$ cat src/rtl/debug_step_ctrl_pkg.sv
// Shared definitions for the debug run/step/dump controller: command bytes,
// FSM state encoding and dump frame geometry.
package debug_step_ctrl_pkg;

  localparam logic [7:0] CMD_RUN  = 8'h43;
  localparam logic [7:0] CMD_STEP = 8'h53;
  localparam logic [7:0] CMD_DUMP = 8'h44;
  localparam logic [7:0] CMD_STOP = 8'h48;

  localparam int DUMP_WORDS = 5;
  localparam int DUMP_BYTES = 20;
  localparam int WORD_W     = 32;
  localparam int SNAP_W     = DUMP_WORDS * WORD_W;
  localparam int CNT_W      = 5;

  typedef enum logic [1:0] {
    ST_IDLE = 2'd0,
    ST_RUN  = 2'd1,
    ST_STEP = 2'd2,
    ST_DUMP = 2'd3
  } state_e;

endpackage

$ cat src/rtl/debug_step_ctrl_dump_serializer.sv
// Captures the EX/MEM latch fields on i_start and streams them out as a
// 20-byte LSB-first frame over a valid/ready byte interface.
module dump_serializer
  import debug_step_ctrl_pkg::*;
#(
  parameter int NB_REG  = 32,
  parameter int NB_CTRL = 9,
  parameter int NB_ADDR = 5
) (
  input  logic               i_clk,
  input  logic               i_reset,
  input  logic               i_start,
  input  logic [NB_REG-1:0]  i_pc_eight,
  input  logic [NB_REG-1:0]  i_alu_result,
  input  logic [NB_REG-1:0]  i_w_data,
  input  logic [NB_ADDR-1:0] i_data_addr,
  input  logic [NB_CTRL-1:0] i_control_from_ex,
  input  logic               i_tx_ready,
  output logic               o_tx_valid,
  output logic [7:0]         o_tx_data,
  output logic               o_done
);

  logic [SNAP_W-1:0] snap_q, snap_d, snap_new;
  logic [CNT_W-1:0]  cnt_q, cnt_d;
  logic              valid_q, valid_d;
  logic [7:0]        data_q, data_d;
  logic              xfer;

  function automatic logic [7:0] byte_sel(input logic [SNAP_W-1:0] s,
                                          input logic [CNT_W-1:0]  idx);
    return s[{idx, 3'b000} +: 8];
  endfunction

  // Word 0 sits in the low bits so byte index n maps directly to bits 8n+7:8n.
  assign snap_new = {WORD_W'(i_control_from_ex), WORD_W'(i_data_addr),
                     WORD_W'(i_w_data), WORD_W'(i_alu_result),
                     WORD_W'(i_pc_eight)};

  assign xfer = valid_q && i_tx_ready;

  always_comb begin
    snap_d  = snap_q;
    cnt_d   = cnt_q;
    valid_d = valid_q;
    data_d  = data_q;
    o_done  = 1'b0;
    if (i_start) begin
      snap_d  = snap_new;
      cnt_d   = '0;
      valid_d = 1'b1;
      data_d  = snap_new[7:0];
    end else if (xfer) begin
      if (cnt_q == CNT_W'(DUMP_BYTES - 1)) begin
        valid_d = 1'b0;
        cnt_d   = '0;
        o_done  = 1'b1;
      end else begin
        cnt_d  = cnt_q + 1'b1;
        data_d = byte_sel(snap_q, cnt_d);
      end
    end
  end

  always_ff @(posedge i_clk) begin
    if (i_reset) begin
      snap_q  <= '0;
      cnt_q   <= '0;
      valid_q <= 1'b0;
      data_q  <= '0;
    end else begin
      snap_q  <= snap_d;
      cnt_q   <= cnt_d;
      valid_q <= valid_d;
      data_q  <= data_d;
    end
  end

  assign o_tx_valid = valid_q;
  assign o_tx_data  = data_q;

endmodule

$ cat src/rtl/debug_step_ctrl.sv
// Debug unit FSM: UART commands run, single-step, stop or dump the pipeline;
// a dump streams the EX/MEM latch snapshot through dump_serializer.
module debug_step_ctrl
  import debug_step_ctrl_pkg::*;
#(
  parameter int NB_REG  = 32,
  parameter int NB_CTRL = 9,
  parameter int NB_ADDR = 5
) (
  input  logic               i_clk,
  input  logic               i_reset,
  input  logic               i_rx_valid,
  input  logic [7:0]         i_rx_data,
  input  logic               i_halt,
  input  logic [NB_REG-1:0]  i_pc_eight,
  input  logic [NB_REG-1:0]  i_alu_result,
  input  logic [NB_REG-1:0]  i_w_data,
  input  logic [NB_ADDR-1:0] i_data_addr,
  input  logic [NB_CTRL-1:0] i_control_from_ex,
  output logic               o_dunit_clk_en,
  output logic               o_tx_valid,
  output logic [7:0]         o_tx_data,
  input  logic               i_tx_ready,
  output logic               o_halted
);

  state_e state_q, state_d;
  logic   clk_en_q, clk_en_d;
  logic   halted_q, halted_d;
  logic   start_q, start_d;
  logic   ser_done;
  logic   cmd_run, cmd_step, cmd_dump, cmd_stop;

  assign cmd_run  = i_rx_valid && (i_rx_data == CMD_RUN);
  assign cmd_step = i_rx_valid && (i_rx_data == CMD_STEP);
  assign cmd_dump = i_rx_valid && (i_rx_data == CMD_DUMP);
  assign cmd_stop = i_rx_valid && (i_rx_data == CMD_STOP);

  always_comb begin
    state_d  = state_q;
    halted_d = halted_q | i_halt;
    unique case (state_q)
      ST_IDLE: begin
        if (cmd_run && !halted_q)       state_d = ST_RUN;
        else if (cmd_step && !halted_q) state_d = ST_STEP;
        else if (cmd_dump)              state_d = ST_DUMP;
      end
      ST_RUN:  if (cmd_stop || i_halt) state_d = ST_IDLE;
      ST_STEP: state_d = ST_DUMP;
      ST_DUMP: if (ser_done) state_d = ST_IDLE;
      default: state_d = ST_IDLE;
    endcase
    // Enable is registered from the next state so it rises the cycle after acceptance.
    clk_en_d = (state_d == ST_RUN) || (state_d == ST_STEP);
    start_d  = (state_d == ST_DUMP) && (state_q != ST_DUMP);
  end

  always_ff @(posedge i_clk) begin
    if (i_reset) begin
      state_q  <= ST_IDLE;
      clk_en_q <= 1'b0;
      halted_q <= 1'b0;
      start_q  <= 1'b0;
    end else begin
      state_q  <= state_d;
      clk_en_q <= clk_en_d;
      halted_q <= halted_d;
      start_q  <= start_d;
    end
  end

  // start_q is high during the first DUMP cycle, when the snapshot is taken.
  dump_serializer #(
    .NB_REG  (NB_REG),
    .NB_CTRL (NB_CTRL),
    .NB_ADDR (NB_ADDR)
  ) u_dump_serializer (
    .i_clk             (i_clk),
    .i_reset           (i_reset),
    .i_start           (start_q),
    .i_pc_eight        (i_pc_eight),
    .i_alu_result      (i_alu_result),
    .i_w_data          (i_w_data),
    .i_data_addr       (i_data_addr),
    .i_control_from_ex (i_control_from_ex),
    .i_tx_ready        (i_tx_ready),
    .o_tx_valid        (o_tx_valid),
    .o_tx_data         (o_tx_data),
    .o_done            (ser_done)
  );

  assign o_dunit_clk_en = clk_en_q;
  assign o_halted       = halted_q;

endmodule

$ cat config.mk
export PLATFORM = sky130hd
export DESIGN_NAME = debug_step_ctrl
export DESIGN_NICKNAME = d
export VERILOG_FILES = /design/src/rtl/debug_step_ctrl_pkg.sv /design/src/rtl/debug_step_ctrl_dump_serializer.sv /design/src/rtl/debug_step_ctrl.sv
export SDC_FILE = /design/constraint.sdc
export NUM_CORES = 1
export LEC_CHECK = 0
export BUFFER_PORTS_ARGS = -buffer_cell sky130_fd_sc_hd__buf_2
export CORE_MARGIN = 1.5
export CORE_UTILIZATION = 45
export DETAILED_ROUTE_END_ITERATION = 12
export PLACE_DENSITY = 0.68
export SETUP_SLACK_MARGIN = 0.5
export SLEW_MARGIN = 20
export SYNTH_ARGS = -nofsm -noshare
export SYNTH_HDL_FRONTEND = slang
export SYNTH_HIERARCHICAL = 1
export SYNTH_SLANG_ARGS = --single-unit
$ cat constraint.sdc
create_clock -name i_clk -period 3 [get_ports i_clk]
set_clock_uncertainty 0.15 [all_clocks]
set_input_delay 0.6 -clock i_clk [delete_from_list [all_inputs] [get_ports i_clk]]
set_output_delay 0.6 -clock i_clk [all_outputs]
set_load 0.05 [all_outputs]
Word level (Yosys, flattened, before mapping)
Index checks and enable logic that the tools add are counted.

word-level totals
  bits in registers = 129
  output and inout bits = 11

cells by class
  add/subtract/negate cells = 1
  eq/ne operators = 13
  shift-type cells = 1
  muxes and demuxes = 16
  bitwise operators = 1
  reductions and logical operators = 17

operators with widths
  operator             count
  $shiftx 160x9->8     1
  $eq 8x7->1 const B   4
  $mux 8               3
  $mux 2               5
  $eq 2x2->1 const B   4
  $logic_and 1x1->1    8
  $pmux 2 s4           1
  $mux 1               6
  $add 5x1->5 const B  1
  $eq 5x5->1 const B   1
  $mux 5               1
  $eq 2x1->1 const B   2
  $ne 2x2->1 const B   2
  $reduce_and 2->1     2
  $reduce_bool 2->1    2
  $logic_not 2->1      1
  $logic_or 1x1->1     2
  $reduce_or 2->1      1
  $logic_not 1->1      1
  $or 1x1->1           1

Longest topological paths before layout
  depth after elaboration = 8
  gate-level depth with buffers = 9

Hierarchy
The synthesis kept the hierarchy.

modules (own cells, without submodules)
  module           instances  cells an instance  area an instance (µm²)  sequential area each (µm²)
  dump_serializer  1          540                5,549.1                 2,482.4
  debug_step_ctrl  1          29                 312.8                   100.1

Worst setup path after synthesis
OpenSTA, ideal clock, no wires.

  kind = reg2reg
  from = reg u_dump_serializer.cnt_q[0]
  to = reg u_dump_serializer.data_q[1] (netlist: u_dump_serializer/o_tx_data[1])
  setup time = 0.103 ns
  arrival time = 2.156 ns
  setup slack = 0.591 ns
  cell stages (with the launch flop) = 8
  period minus slack after synthesis = 2.409 ns
  cell sequence = dfxtp_1 > ha_1 > buf_6 > or4b_4 > o22ai_4 > a21oi_1 > a221o_1 > a2111oi_2

between the ends
  cells in the longest elaborated chain, start to end = 5
  elaborated cells between the ends (all ways) = 8
  classes of those cells = add/sub (1); eq/ne (2); shift (1); mux (3); reduce/logical (1)

ends and longest elaborated chain
  element                 line                                   text
  start, declared         debug_step_ctrl_dump_serializer.sv:25  logic [CNT_W-1:0] cnt_q, cnt_d;
  start signal, assigned  debug_step_ctrl_dump_serializer.sv:73  cnt_q <= cnt_d;
  $add 5x1->5             debug_step_ctrl_dump_serializer.sv:59  cnt_d = cnt_q + 1'b1;
  $shiftx 160x9->8        debug_step_ctrl_dump_serializer.sv:32  return s[{idx, 3'b000} +: 8];
  $mux 8                  debug_step_ctrl_dump_serializer.sv:54  if (cnt_q == CNT_W'(DUMP_BYTES - 1)) begin
  $mux 8                  debug_step_ctrl_dump_serializer.sv:53  end else if (xfer) begin
  $mux 8                  debug_step_ctrl_dump_serializer.sv:48  if (i_start) begin
  end signal, assigned    debug_step_ctrl_dump_serializer.sv:75  data_q <= data_d;
  end, declared           debug_step_ctrl_dump_serializer.sv:27  logic [7:0] data_q, data_d;

Several ways; a longest one is shown, not always the timed one. The select of a mux whose other input is x is not followed.
A chain may end at the register's enable or synchronous reset.

Worst setup path after layout
  from = reg u_dump_serializer.cnt_q[1]
  to = reg u_dump_serializer.data_q[1] (netlist: u_dump_serializer/o_tx_data[1])

Same word-level chain as after synthesis.

==> results by group <==
Floorplan
  – Die area: 13700 sq um
  – Initial cell density of the core: 46.3%
  – Core area: 12700 sq um
  – Site row count: 41
  – Die X: approximately 120 microns
  – # IOs: 134
  – Die Ht: around 120 microns

Placed design
  – Dpl hpwl: around 11000 microns
  – GPL Wtd Cong: ~0.88
  – Placed insts: between 800 and 900
  – Port Buf Inserts: between 100 and 150
  – Worst slack at placement: ~340 ps

STA
  – Hold Slack: 250 ps
  – Period utilization: between 70% and 80%
  – Endpoints failing setup: 0
  – Final hold viol count: 0
  – Least-Margin Pin Slew: roughly 790 ps
  – RSZ-0062 raised after global routing: no
  – Min cycle time layout: 2360 ps
  – Post-Route Setup TNS: 0 ps
  – Maximum clock rate: 424 MHz
  – Slew HR: ~48%
  – Slew Viols, Final: 0
  – Final setup margin: ~640 ps

Power and ir drop
  – Flop pwr share: 41.9%
  – Clock power share: between 50% and 60%
  – VDD IR max: between 0.3 and 0.4 mV
  – Cell leakage power: approximately 2.8 nW
  – Pwr/cell area: about 550 nW/um^2
  – Gate power share: under 10%
  – Sw power: ~0.85 mW
  – Overall power: 4.09 mW
  – Total internal power: approximately 3.2 mW
  – Switch share: between 20% and 30%

Logic synthesis
  – Syn. warnings: 6
  – Mean Syn Cell Area: 10.3 sq um
  – Post-Syn Nets: approximately 700
  – Dominant synthesized flop cell: dfxtp_1
  – Asr flop ratio synth: 0%
  – Largest cells by area after synthesis: dfxtp_1, mux2i_1, mux4_2
  – Largest area contributor in the netlist: dfxtp_1
  – Yosys reg bits: between 100 and 150
  – Syn Inst Count: ~570
  – Share of the synthesized area in the top cell type: between 40% and 50%
  – Post-synth EDFFs: 0
  – Synth Cell Area: between 5000 and 6000 sq um
  – Post-synthesis cell type count: between 50 and 60
  – Seq/Total Area, Yosys: 44.1%

Critical path
  – Number of cells on the worst reg-to-reg path: 6
  – Reg2reg end: u_dump_serializer/o_tx_data[1]
  – CP startpoint kind: flop
  – FF-to-FF Start: u_dump_serializer/cnt_q[1]
  – Critical path launch point: u_dump_serializer/cnt_q[1]
  – Arrival time worst endpoint: between 2000 and 3000 ps
  – CP Capture Type: flop
  – CP Class: flop to flop
  – CP Data Required Time: 3160 ps
  – R2R setup slack: between 600 and 700 ps
  – Worst-path maximum fanout: 10

CTS
  – Root Buffer: clkbuf_16
  – Maximum clock insertion buffer count: 2
  – Clock sink total: ~130
  – CTS clock-pin slew for the worst setup and hold paths: roughly 60 ps
  – H-Tree Depth: 4
  – TritonCTS Buffers: 17
  – Hold Buf Count CTS: 0
  – CTS tree: built
  – Worst-skew pair later-pin latency: between 400 and 500 ps

Global route
  – GRT Residual Overflow: 0
  – Vias in the first global route: 4588
  – First-pass GRT wire length: around 23000 microns
  – Largest net degree at the start of global routing: 70
  – GRT Total Usage: 22.5%
  – Initial antenna violation count: 1

Route
  – DR vias/cell: 5.33
  – Met3 WL: around 1100 microns
  – First DRT Iteration DRCs: about 340
  – Routed len/inst: 16.8 microns
  – Via count: about 4700
  – Routed WL: 14800 microns
  – Met1 Routed Length: around 6500 microns
  – Met2 wirelength from detailed routing: between 6000 and 7000 microns
  – DR pass1 iterations: 5
  – Routed Antenna Nets: 0
  – Remaining DRCs: 0
  – Highest metal used: met4

Final layout
  – Fillers: around 1100
  – Share of cells above drive strength 1: approximately a third
  – Area Growth Syn to Fin: 25.9%
  – Final nets: a little over 800
  – Fin cells: between 800 and 900
  – # diodes: 0

Min path
  – Hold Path Class: input pin to flop
  – Worst Hold End: state_q[0]
  – Hold Path Stages: 2
  – Worst Hold Launch: i_reset

Run
  – Max-cap violations: 0

Outcome
  – Run status: completed
-- timing repair --
| item | in CTS | in global routing |
|---|---|---|
| endpoints found under the setup margin | 3 | 7 |
| pin swaps | 0 | 2 |
| setup buffers | 0 | 4 |
| resized for setup | 6 | 4 |
-- flip-flops by register name (all words and copies together), names as in the netlist --
signal / flops
start_q: 1
o_dunit_clk_en: 1
u_dump_serializer/cnt_q: 5
o_halted: 1
state_q: 2
u_dump_serializer/o_tx_valid: 1
u_dump_serializer/snap_q: 110
u_dump_serializer/o_tx_data: 8
-- synth_stat cells, types with 2 or more instances --
library cell,count
a2111o_1,2
a21o_1,3
a21oi_1,19
a221oi_1,3
a22oi_1,5
a311o_1,2
a31oi_1,3
and3_1,3
buf_1,2
buf_2,17
clkbuf_1,19
dfxtp_1,129
ha_1,3
inv_1,6
mux2_2,5
mux2i_1,113
mux4_2,21
nand2_1,26
nand2b_1,4
nand3_1,8
nand3b_1,2
nand4bb_1,2
nor2_1,121
nor2b_1,4
nor3_1,4
nor3b_1,2
o21ai_0,4
o22ai_1,4
o41ai_1,2
or3_1,2
xor2_1,4
-- power by group through the flow --
| stage | clock (mW) | sequential (mW) | combinational, mW |
|---|---|---|---|
| after floorplan | 0 | 1.76 | 0.0364 |
| after global placement | 0 | 1.75 | 0.138 |
| after detailed placement | 0 | 1.75 | 0.142 |
| after CTS | 2.27 | 1.71 | 0.142 |
| after global routing | 2.35 | 1.71 | 0.153 |
| final | 2.24 | 1.71 | 0.141 |
-- worst max path at each step --
stage / slack (ps) / to / cells after the start
floorplan: 590 / u_dump_serializer/o_tx_data[1] / 7
global placement: 450 / u_dump_serializer/o_tx_data[5] / 7
detailed placement: 340 / u_dump_serializer/o_tx_data[1] / 6
CTS: 530 / u_dump_serializer/o_tx_data[1] / 6
global route: 520 / u_dump_serializer/o_tx_data[1] / 6
finish: 640 / u_dump_serializer/o_tx_data[1] / 6
-- kinds of logic after synthesis --
kind of cell,count (synthesis),synth area share (%)
AO/OA/AOI/OAI,60,7.92
XOR/XNOR,7,1.30
adder cells (fa/ha/maj),3,0.640
buffers and inverters,46,3.50
flip-flops,129,44.1
multiplexers,139,28.3
AND/OR/NAND/NOR,185,14.3
-- critical path, stage by stage, from the launching register on --
cell and delay [ps]:
dfxtp_4 380, ha_4 200, xnor2_2 470, and3_1 250, a31oi_1 70, a221o_1 370, a2111oi_2 370
-- cell type report --
class	instances	area, sq um	share of cell area [%]
clock buffer	21	470	6.37
sequential	129	2590	35.1
tap	172	215	2.92
timing repair buffer	148	806	10.9
inverter	6	22.5	0.305
multi-input combinational	394	3100	42.0
clock inverter	11	176	2.39
-- routing by layer --
metal  GRT usage (%)  up-vias
li1                -     2277
met4            8.67        0
met3            6.33       23
met2            37.1      186
met1            28.1     2206
met5               0        -
-- cells in the final DEF, fill, tap and decap left out, types with 2 or more instances in the layout --
master	synthesis	routed
a2111o_1	2	2
a21o_1	3	3
a21oi_1	19	19
a221oi_1	3	3
a22oi_1	5	5
a311o_1	2	2
a31oi_1	3	3
and3_1	3	3
buf_12	0	2
buf_2	17	132
buf_4	1	14
bufinv_16	0	4
clkbuf_16	0	17
clkbuf_8	0	3
clkinv_4	0	3
dfxtp_1	129	125
dfxtp_2	0	2
dfxtp_4	0	2
ha_4	0	2
inv_1	6	6
inv_6	0	2
mux2_2	5	5
mux2i_1	113	113
mux4_2	21	21
nand2_1	26	26
nand2b_1	4	4
nand3_1	8	8
nand3b_1	2	2
nand4bb_1	2	2
nor2_1	121	121
nor2b_1	4	4
nor3_1	4	4
nor3b_1	2	2
o21ai_0	4	4
o22ai_1	4	4
o41ai_1	2	2
or3_1	2	2
xor2_1	4	4
-- per-stage QoR --
stage               instance area (sq um)  util, %
floorplan                            5860        -
global placement                     6660     52.6
detailed placement                   6660     52.6
CTS                                  7340     57.9
global route                         7380     58.3
finish                               7380     58.3
Note: power is estimated with default switching activity, not from simulation.
